--- config.mk ---
export PLATFORM = sky130hd
export DESIGN_NAME = inst_fetch_queue
export DESIGN_NICKNAME = d
export VERILOG_FILES = /design/src/rtl/inst_fetch_queue_pkg.sv /design/src/rtl/inst_fetch_queue_fifo.sv /design/src/rtl/inst_fetch_queue.sv
export SDC_FILE = /design/constraint.sdc
export NUM_CORES = 1
export LEC_CHECK = 0
export BUFFER_PORTS_ARGS = -buffer_cell sky130_fd_sc_hd__clkbuf_2
export CAP_MARGIN = 10
export CELL_PAD_IN_SITES_DETAIL_PLACEMENT = 0
export CELL_PAD_IN_SITES_GLOBAL_PLACEMENT = 1
export CORE_ASPECT_RATIO = 0.75
export CORE_MARGIN = 1.5
export CORE_UTILIZATION = 49
export DETAILED_ROUTE_END_ITERATION = 12
export GPL_TIMING_DRIVEN = 0
export PLACE_DENSITY_LB_ADDON = 0.1
export SLEW_MARGIN = 20
export SYNTH_ARGS = -nofsm -noshare
export SYNTH_HDL_FRONTEND = slang
export SYNTH_SLANG_ARGS = --single-unit
export TNS_END_PERCENT = 5
--- constraint.sdc ---
create_clock -name clk -period 4.4 [get_ports clk]
set_input_delay 0.66 -clock clk [delete_from_list [all_inputs] [get_ports clk]]
set_output_delay 0.66 -clock clk [all_outputs]
set_load 0.02 [all_outputs]
--- src/rtl/inst_fetch_queue_pkg.sv ---
// -----------------------------------------------------------------------------
// inst_fetch_queue_pkg
// Shared definitions for the instruction fetch queue: bus widths, constants,
// FSM state encodings, the default FIFO depth and the FIFO entry layout.
// Optional feature macro used by the top: IFQ_BYPASS_EN.
// -----------------------------------------------------------------------------
package inst_fetch_queue_pkg;

  localparam int          InstAddrBus = 32;
  localparam int          InstBus     = 32;
  localparam logic [31:0] ZeroWord    = 32'h0000_0000;
  localparam logic        ChipEnable  = 1'b1;
  localparam int          IfqDepth    = 4;

  typedef enum logic [1:0] {
    IfqIdle = 2'd0,
    IfqBusy = 2'd1,
    IfqDrop = 2'd2
  } ifq_state_e;

  // One buffered fetch: the address it was fetched from and the returned word.
  typedef struct packed {
    logic [InstAddrBus-1:0] pc;
    logic [InstBus-1:0]     inst;
  } ifq_entry_t;

endpackage

--- src/rtl/inst_fetch_queue_fifo.sv ---
// -----------------------------------------------------------------------------
// ifq_fifo
// DEPTH-entry {pc, instruction} FIFO for the fetch queue. Wrapping read/write
// pointers plus an explicit occupancy count so full and empty are unambiguous.
// The head is presented combinationally and forced to zero when empty.
//
// Ports:
//   clk      : clock
//   rst      : asynchronous active-low reset (clears pointers and count)
//   i_push   : write i_wdata at the tail (caller guarantees a free slot)
//   i_pop    : retire the head entry
//   i_clear  : drop every entry; overrides push and pop
//   i_wdata  : entry to write
//   o_head   : head entry (zero when empty)
//   o_valid  : FIFO holds at least one entry
//   o_count  : current occupancy, 0..DEPTH
// -----------------------------------------------------------------------------
module ifq_fifo
  import inst_fetch_queue_pkg::*;
#(
  parameter int DEPTH = IfqDepth,
  parameter int PW    = $clog2(DEPTH)
) (
  input  logic        clk,
  input  logic        rst,
  input  logic        i_push,
  input  logic        i_pop,
  input  logic        i_clear,
  input  ifq_entry_t  i_wdata,
  output ifq_entry_t  o_head,
  output logic        o_valid,
  output logic [PW:0] o_count
);

  ifq_entry_t    r_mem [DEPTH];
  logic [PW-1:0] r_wptr;
  logic [PW-1:0] r_rptr;
  logic [PW:0]   r_count;

  logic w_do_push;
  logic w_do_pop;

  assign w_do_push = i_push & ~i_clear;
  // Never retire from an empty queue, even if the caller asks to.
  assign w_do_pop  = i_pop & ~i_clear & (r_count != '0);

  // Storage needs no reset: the head is masked by o_valid.
  always_ff @(posedge clk) begin
    if (w_do_push) begin
      r_mem[r_wptr] <= i_wdata;
    end
  end

  always_ff @(posedge clk or negedge rst) begin
    if (!rst) begin
      r_wptr  <= '0;
      r_rptr  <= '0;
      r_count <= '0;
    end else if (i_clear) begin
      r_wptr  <= '0;
      r_rptr  <= '0;
      r_count <= '0;
    end else begin
      // Power-of-two depth: pointers wrap by natural overflow.
      if (w_do_push) r_wptr <= r_wptr + 1'b1;
      if (w_do_pop)  r_rptr <= r_rptr + 1'b1;
      case ({w_do_push, w_do_pop})
        2'b10:   r_count <= r_count + 1'b1;
        2'b01:   r_count <= r_count - 1'b1;
        default: r_count <= r_count;
      endcase
    end
  end

  assign o_valid = (r_count != '0);
  assign o_head  = o_valid ? r_mem[r_rptr] : '0;
  assign o_count = r_count;

endmodule

--- src/rtl/inst_fetch_queue.sv ---
// -----------------------------------------------------------------------------
// inst_fetch_queue
// Fetch stage between pc_reg and ID. Issues at most one instruction-ROM
// request at a time, buffers returned {pc, instruction} pairs in ifq_fifo and
// hands them to ID over valid/ready. Stalls pc_reg when no request can be
// issued and discards in-flight and buffered fetches on a branch flush.
//
// Optional feature: define IFQ_BYPASS_EN to forward a response straight to ID
// in its ack cycle when the FIFO is empty and ID is ready (1-cycle latency).
// Without it every response goes through the FIFO (2-cycle latency).
//
// Ports:
//   clk, rst      : clock, asynchronous active-low reset
//   pc_i, ce_i    : fetch address and fetch enable from pc_reg
//   stall_o       : hold pc this cycle (combinational, 0 during a flush)
//   flush_i       : branch taken, kill every fetch
//   rom_addr_o/req_o, rom_ack_i/data_i : ROM request/response handshake
//   inst_o, inst_pc_o, inst_valid_o, id_ready_i : head entry to ID
// -----------------------------------------------------------------------------
module inst_fetch_queue
  import inst_fetch_queue_pkg::*;
#(
  parameter int DEPTH = IfqDepth
) (
  input  logic                   clk,
  input  logic                   rst,
  input  logic [InstAddrBus-1:0] pc_i,
  input  logic                   ce_i,
  output logic                   stall_o,
  input  logic                   flush_i,
  output logic [InstAddrBus-1:0] rom_addr_o,
  output logic                   rom_req_o,
  input  logic                   rom_ack_i,
  input  logic [InstBus-1:0]     rom_data_i,
  output logic [InstBus-1:0]     inst_o,
  output logic [InstAddrBus-1:0] inst_pc_o,
  output logic                   inst_valid_o,
  input  logic                   id_ready_i
);

  localparam int PW = $clog2(DEPTH);

  ifq_state_e             r_state;
  ifq_state_e             w_state_next;
  logic                   r_rom_req;
  logic                   w_rom_req_next;
  logic [InstAddrBus-1:0] r_rom_addr;
  logic [InstAddrBus-1:0] w_rom_addr_next;

  ifq_entry_t  w_fifo_head;
  ifq_entry_t  w_fifo_wdata;
  logic        w_fifo_valid;
  logic [PW:0] w_fifo_count;

  logic          w_fetch_en;
  logic          w_ack_busy;
  logic          w_bypass;
  logic          w_push;
  logic          w_pop;
  logic [PW+1:0] w_level_next;
  logic          w_room;
  logic          w_issue;

  assign w_fetch_en = (ce_i == ChipEnable);
  // Only a response to a live request counts; acks in DROP are discarded.
  assign w_ack_busy = rom_ack_i & (r_state == IfqBusy);

`ifdef IFQ_BYPASS_EN
  assign w_bypass = ~w_fifo_valid & w_ack_busy & ~flush_i & id_ready_i;
`else
  assign w_bypass = 1'b0;
`endif

  assign w_push = w_ack_busy & ~flush_i & ~w_bypass;
  assign w_pop  = w_fifo_valid & id_ready_i;

  // Occupancy after this cycle's push/pop; one extra bit so DEPTH+1 fits.
  assign w_level_next = {1'b0, w_fifo_count} + {{(PW+1){1'b0}}, w_push}
                        - {{(PW+1){1'b0}}, w_pop};
  assign w_room       = (w_level_next < (PW+2)'(DEPTH));

  // A new request may go out from IDLE, or back-to-back on the ack of the
  // current one; DROP must first absorb its stale response.
  assign w_issue = w_fetch_en & ~flush_i & w_room &
                   ((r_state == IfqIdle) | w_ack_busy);

  assign stall_o = w_fetch_en & ~flush_i & ~w_issue;

  always_comb begin
    w_state_next    = r_state;
    w_rom_req_next  = r_rom_req;
    w_rom_addr_next = r_rom_addr;

    case (r_state)
      IfqIdle: begin
        if (w_issue) w_state_next = IfqBusy;
      end
      IfqBusy: begin
        if (rom_ack_i) begin
          // issue is already 0 under a flush, so flush+ack lands in IDLE.
          w_state_next = w_issue ? IfqBusy : IfqIdle;
        end else if (flush_i) begin
          // Request stays up until the ROM answers; that answer is discarded.
          w_state_next = IfqDrop;
        end
      end
      IfqDrop: begin
        if (rom_ack_i) w_state_next = IfqIdle;
      end
      default: w_state_next = IfqIdle;
    endcase

    if (w_issue) begin
      w_rom_req_next  = 1'b1;
      w_rom_addr_next = pc_i;
    end else if (rom_ack_i && (r_state != IfqIdle)) begin
      w_rom_req_next = 1'b0;
    end
  end

  always_ff @(posedge clk or negedge rst) begin
    if (!rst) begin
      r_state    <= IfqIdle;
      r_rom_req  <= 1'b0;
      r_rom_addr <= ZeroWord;
    end else begin
      r_state    <= w_state_next;
      r_rom_req  <= w_rom_req_next;
      r_rom_addr <= w_rom_addr_next;
    end
  end

  assign w_fifo_wdata.pc   = r_rom_addr;
  assign w_fifo_wdata.inst = rom_data_i;

  ifq_fifo #(
    .DEPTH (DEPTH)
  ) u_fifo (
    .clk     (clk),
    .rst     (rst),
    .i_push  (w_push),
    .i_pop   (w_pop),
    .i_clear (flush_i),
    .i_wdata (w_fifo_wdata),
    .o_head  (w_fifo_head),
    .o_valid (w_fifo_valid),
    .o_count (w_fifo_count)
  );

  assign rom_req_o    = r_rom_req;
  assign rom_addr_o   = r_rom_addr;
  assign inst_valid_o = w_fifo_valid | w_bypass;
  assign inst_o       = w_bypass ? rom_data_i : w_fifo_head.inst;
  assign inst_pc_o    = w_bypass ? r_rom_addr : w_fifo_head.pc;

endmodule

# Word-level counts from Yosys, hierarchy flattened
# Memory sizes are Yosys's and may differ from the RTL's.
# Index checks and enable logic that the tools add are counted.
[op_classes] order_cmp=1 muxes=17 add_sub_neg=6 bitwise=13 n_eq_ne=7 reduce_logical=9
[ops] cell="2-to-1 mux 64 bit" count=1
[ops] cell="2-to-1 mux 2 bit" count=8
[ops] cell="bitwise AND 1 bit" count=10
[ops] cell="nonzero test 2 bit" count=4
[ops] cell="one-hot mux 2 bit (3 select lines)" count=1
[ops] cell="one-hot mux 3 bit (2 select lines)" count=1
[ops] cell="nonzero test 3 bit" count=2
[ops] cell="2-to-1 mux 1 bit" count=5
[ops] cell="adder 2 x 1 -> 2 bit (second input constant)" count=2
[ops] cell="adder 3 x 1 -> 4 bit" count=1
[ops] cell="equality test 2 x 1 -> 1 bit (second input constant)" count=2
[ops] cell="equality test 2 bit (second input constant)" count=2
[ops] cell="less-than comparator 4 x 3 -> 1 bit (second input constant)" count=1
[ops] cell="!= test 2 bit (second input constant)" count=2
[ops] cell="subtractor 4 x 1 -> 4 bit" count=1
[ops] cell="adder 3 x 1 -> 3 bit (second input constant)" count=1
[ops] cell="2-to-1 mux 3 bit" count=1
[ops] cell="!= test 3 bit (second input constant)" count=1
[ops] cell="AND reduction 3 bit" count=1
[ops] cell="subtractor 3 x 1 -> 3 bit (second input constant)" count=1
[ops] cell="logical NOT 2 bit" count=1
[ops] cell="NOT 1 bit" count=2
[ops] cell="logical AND 1 bit" count=1
[ops] cell="OR 1 bit" count=1
[word_totals] out_inout_bits=99 ram_bits=256 elab_cells=60 inputBits=70 memories=1 regBits=42
[memory_table] name="u_fifo.r_mem" depth=4 width=64 read_ports=1 rd_clocked_by_memory_dff=0 write_ports=1 line="inst_fetch_queue_fifo.sv:35" text="ifq_entry_t r_mem [DEPTH];"

# Logic depth before layout (Yosys ltp)
[depth] ltp_word=11 depth_mapped=10 mapped_depth_nobuf=9

# Hierarchy
# From an unflattened synthesis, not the netlist that was laid out.
[unflattened] hier_cells=547 hier_area_um2=11677.4
[by_module_without_submodules] mod="ifq_fifo" seq_area_each_um2=7862.5 cells_per_inst=452 area_each_um2=10139.7 n_inst=1
[by_module_without_submodules] mod="inst_fetch_queue" seq_area_each_um2=875.8 cells_per_inst=95 area_each_um2=1537.7 n_inst=1

# Least setup slack after synthesis
# OpenSTA, ideal clock, no wires.
[synth_path] kind="input-to-output" start="input port flush_i" end="output port stall_o" n_path_buf=1 stages=10 arrival_time_ns=3.111 path_slack_ns=0.629 path_cell_list="nor4bb_1 > inv_1 > ha_1 > inv_1 > ha_1 > and3b_1 > or4_4 > a2111oi_4 > buf_6 > nor2_1"
[synth_via] elab_chain_len=9 word_cells_on_any_way=10
[synth_rtl] item="from (decl)" line="inst_fetch_queue.sv:30" text="input logic flush_i,"
[synth_rtl] item="NOT 1 bit (*)" line="inst_fetch_queue.sv:74, inst_fetch_queue.sv:84, inst_fetch_queue.sv:87"
[synth_rtl] item="bitwise AND 1 bit" line="inst_fetch_queue.sv:74" text="assign w_push = w_ack_busy & ~flush_i & ~w_bypass;"
[synth_rtl] item="adder 3 x 1 -> 4 bit" line="inst_fetch_queue.sv:78" text="assign w_level_next = {1'b0, w_fifo_count} + {{(PW+1){1'b0}}, w_push}"
[synth_rtl] item="subtractor 4 x 1 -> 4 bit" line="inst_fetch_queue.sv:79" text="- {{(PW+1){1'b0}}, w_pop};"
[synth_rtl] item="less-than comparator 4 x 3 -> 1 bit" line="inst_fetch_queue.sv:80" text="assign w_room = (w_level_next < (PW+2)'(DEPTH));"
[synth_rtl] item="bitwise AND 1 bit (2 in series)" line="inst_fetch_queue.sv:84" text="assign w_issue = w_fetch_en & ~flush_i & w_room &"
[synth_rtl] item="NOT 1 bit" line="inst_fetch_queue.sv:87" text="assign stall_o = w_fetch_en & ~flush_i & ~w_issue;"
[synth_rtl] item="bitwise AND 1 bit (*)" line="inst_fetch_queue.sv:87"
[synth_rtl] item="to (decl)" line="inst_fetch_queue.sv:29" text="output logic stall_o,"
# Mark *: on every way between the ends. The rest lies on a longest branch, timed or not.

# Final worst setup path
[layout_path] start="register r_state[1]" end="output port stall_o"
[layout_via] elab_chain_len=10 word_cells_on_any_way=12
[layout_rtl] item="from (decl)" line="inst_fetch_queue.sv:43" text="ifq_state_e r_state;"
[layout_rtl] item="from (signal assigned)" line="inst_fetch_queue.sv:123" text="r_state <= IfqIdle;"
[layout_rtl] item="from (signal assigned)" line="inst_fetch_queue.sv:127" text="r_state <= w_state_next;"
[layout_rtl] item="equality test 2 x 1 -> 1 bit" line="inst_fetch_queue.sv:66" text="assign w_ack_busy = rom_ack_i & (r_state == IfqBusy);"
[layout_rtl] item="bitwise AND 1 bit" line="inst_fetch_queue.sv:66"
[layout_rtl] item="bitwise AND 1 bit" line="inst_fetch_queue.sv:74"
[layout_rtl] item="adder 3 x 1 -> 4 bit" line="inst_fetch_queue.sv:78"
[layout_rtl] item="subtractor 4 x 1 -> 4 bit" line="inst_fetch_queue.sv:79"
[layout_rtl] item="less-than comparator 4 x 3 -> 1 bit" line="inst_fetch_queue.sv:80"
[layout_rtl] item="bitwise AND 1 bit" line="inst_fetch_queue.sv:84"
[layout_rtl] item="bitwise AND 1 bit (*)" line="inst_fetch_queue.sv:84"
[layout_rtl] item="NOT 1 bit (*)" line="inst_fetch_queue.sv:87"
[layout_rtl] item="bitwise AND 1 bit (*)" line="inst_fetch_queue.sv:87"
# Marks and branches as above.

==> summary.txt <==
Outcome
  • Status: complete, but fails checks
  • Violated checks: DRC

Die
  • Standard-cell rows: 48
  • Die Ht: 136 um
  • Io pins: 169
  • Die ar.: 24400 sq um
  • Chip width: 180 um
  • Core Area: 23100 sq um
  • Initial core utilization: 49.9%

Critical path
  • Top delay family on crit path: simple AND/OR/NAND/NOR gates
  • Critical path's slowest cell: or4_4
  • R2R depth: 12
  • Crit Path Max Fanout: 10
  • Crit-path cells: nor4bb_4 > inv_1 > ha_1 > inv_1 > ha_1 > and3b_1 > or4_4 > a2111oi_4 > buf_4 > buf_6 > nor2_1 > clkbuf_2
  • WP buf/inv: 5
  • Crit start category: flop
  • Crit end category: primary output
  • Crit Reg-Reg Endpoint: rom_addr_o[23]
  • Worst Path Required: 3740 ps
  • Critical Path AT: 3540 ps
  • FF-to-FF Start: r_state[1]
  • Slowest stage delay, CP: 500 ps
  • Reg2Reg Setup Slack: 960 ps
  • Worst setup path class: flop to primary output

Clock network
  • Worst skew pair latency: 530 ps
  • CTS tree: yes
  • Num CTS Buffers: 29
  • CTS hold repair buffers: 0
  • CTS root buf: clkbuf_16
  • Clk pin slew, worst setup/hold paths: 60 ps
  • Max clock buf depth: 3
  • CTS sink cnt: 298
  • # H-tree levels: 1

Logic synthesis
  • Ys async rst share: 14.1%
  • Yosys reg bits: 298
  • Mapped Area: 11500 sq um
  • Syn Nets: 621
  • Area leader, netlist: edfxtp_1
  • Ys flop type: edfxtp_1
  • Sequential area share after synthesis: 75.9%
  • Area share of the largest cell type after synthesis: 66.8%
  • Syn_area_per_cell: 21.2 sq um
  • Post-synth EDFFs: 256
  • Synth cell types: 34
  • Synth Instances: 543
  • Synth area leaders: edfxtp_1, mux4_2, dfrtp_1
  • Yosys warning count: 0

Placed design
  • Post-DP HPWL: 13900 um
  • Area after DPL: 12800 sq um
  • Port Buffers: 168
  • GP Congestion: 0.715
  • Worst slack at placement: -414 ps

Layout
  • Diodes inserted: 0
  • Cell area after layout: 13800 sq um
  • Final net count: 827
  • Area Overhead vs Synth: 20.2%
  • Util after Layout: 60.0%
  • Layout cells sized above 1: 42.7%
  • Fillers: 1740

Worst hold path
  • Hold Path Class: input pin to async pin

STA
  • # setup viols final: 0
  • Worst-Margin Slew: 894 ps
  • Endpoints failing hold: 0
  • Fin crit share: 95.6%
  • Pins over their slew limit: 0
  • Final Critical Period: 4200 ps
  • Fmax: 238 MHz
  • PnR worst setup slack: 195 ps
  • TNS Setup: 0 ps
  • Max-slew headroom: 40.4%
  • Unrepaired setup endpoints after global routing: false
  • Hold Slack: 175 ps
  • Worst Clk Skew: 15.9 ps

Drt
  • DRT Pass-1 Iters: 8
  • DR vias/cell: 5.39
  • Routed wire length: 22200 um
  • Residual DRC: 10
  • Iteration-0 DRC Markers: 351
  • WL/cell: 20.7 um
  • Antenna-violating nets left: 0
  • Via count: 5774

Global routing
  • Initial antenna violation count: 0
  • First-pass GRT wire length: 34400 um
  • GRT overflow: 0
  • GRT Total Usage: 18.6%
  • Largest net degree at the start of global routing: 45
  • Vias in the first global route: 6088

Pwr
  • Pwr per Cell Area: 671 nW/um^2
  • Leakage: 0.00495 uW
  • Peak VDD IR: 457 uV

Run
  • Max Cap Violations: 0
==> routing by layer <==
metal | routed length (um) | up-vias | track usage, %
met5 | 0 | - | 0
met4 | 346 | 0 | 3.97
met3 | 1230 | 27 | 3.84
met2 | 10700 | 150 | 31.0
met1 | 9930 | 3025 | 25.9
li1 | - | 2572 | -
==> power breakdown <==
group	leakage, uW	internal, uW	total [uW]	switching (uW)
combinational	0.00167	1240	3000	1750
clock	0.000463	1500	2480	984
sequential	0.00282	3520	3820	301
==> synth_stat cells (4+ instances only) <==
library cell and n:
mux2_2 32, mux4_2 64, buf_2 4, buf_1 4, dfrtp_1 42, edfxtp_1 256
nor2_1 11, and2_1 68, clkbuf_1 14, ha_1 7, inv_1 8
==> worst max-delay path by stage <==
stage / from / to / cells past startpoint
final: r_state[1] / stall_o / 12
after floorplan: flush_i / stall_o / 10
after global routing: r_state[1] / stall_o / 12
after global placement: flush_i / u_fifo.r_mem[1][51] / 3
after CTS: r_state[1] / stall_o / 12
after detailed placement: flush_i / stall_o / 12
==> cell type report <==
class                      count  area, sq um  area share [%]
clock inverter                12          161            1.17
tap                          300          375            2.71
sequential                   298         8740            63.1
timing repair buffer         175          953            6.89
buffer                        25          121           0.877
clock buffer                  41          801            5.78
inverter                       8         30.0           0.217
multi-input combinational    212         2660            19.2
==> flip-flops by register name (all words and copies together), names as in the netlist <==
signal	count
rom_addr_o	32
u_fifo.o_count	3
u_fifo.r_mem	256
r_state	2
u_fifo.r_wptr	2
u_fifo.r_rptr	2
rom_req_o	1
==> timing repair <==
action | in CTS | in global routing
gates resized for setup | 3 | 1
setup endpoints to repair | 1 | 1
pin swaps | 1 | 1
buffers inserted | 2 | 1
==> cell usage in the layout (no fill, tap or decap), types with 4 or more instances in the layout <==
cell | synthesis | layout
mux2_2 | 32 | 32
buf_2 | 4 | 4
and2_1 | 68 | 64
bufinv_16 | 0 | 4
clkbuf_16 | 0 | 29
clkbuf_2 | 0 | 167
ha_1 | 7 | 7
inv_1 | 8 | 8
buf_1 | 4 | 4
edfxtp_1 | 256 | 256
mux4_2 | 64 | 64
and2_4 | 0 | 4
nor2_1 | 11 | 11
clkbuf_1 | 14 | 23
dfrtp_1 | 42 | 42
==> cell families after synthesis <==
| family | share of synthesized area (%) |
|---|---|
| flip-flops | 75.9 |
| adder cells (fa/ha/maj) | 0.934 |
| multiplexers | 15.9 |
| buffers and inverters | 1.31 |
| XOR/XNOR | 0.456 |
| AND/OR/NAND/NOR | 4.89 |
| AO/OA/AOI/OAI | 0.598 |
==> metrics by stage <==
stage | total power (uW) | cells
3_3_place_gp | 6820 | 1011
4_1_cts | 9400 | 1070
2_1_floorplan | 5800 | 543
5_1_grt | 9750 | 1071
6_report | 9290 | 1071
3_5_place_dp | 6900 | 1015
Power figures use the tool's default switching activity.
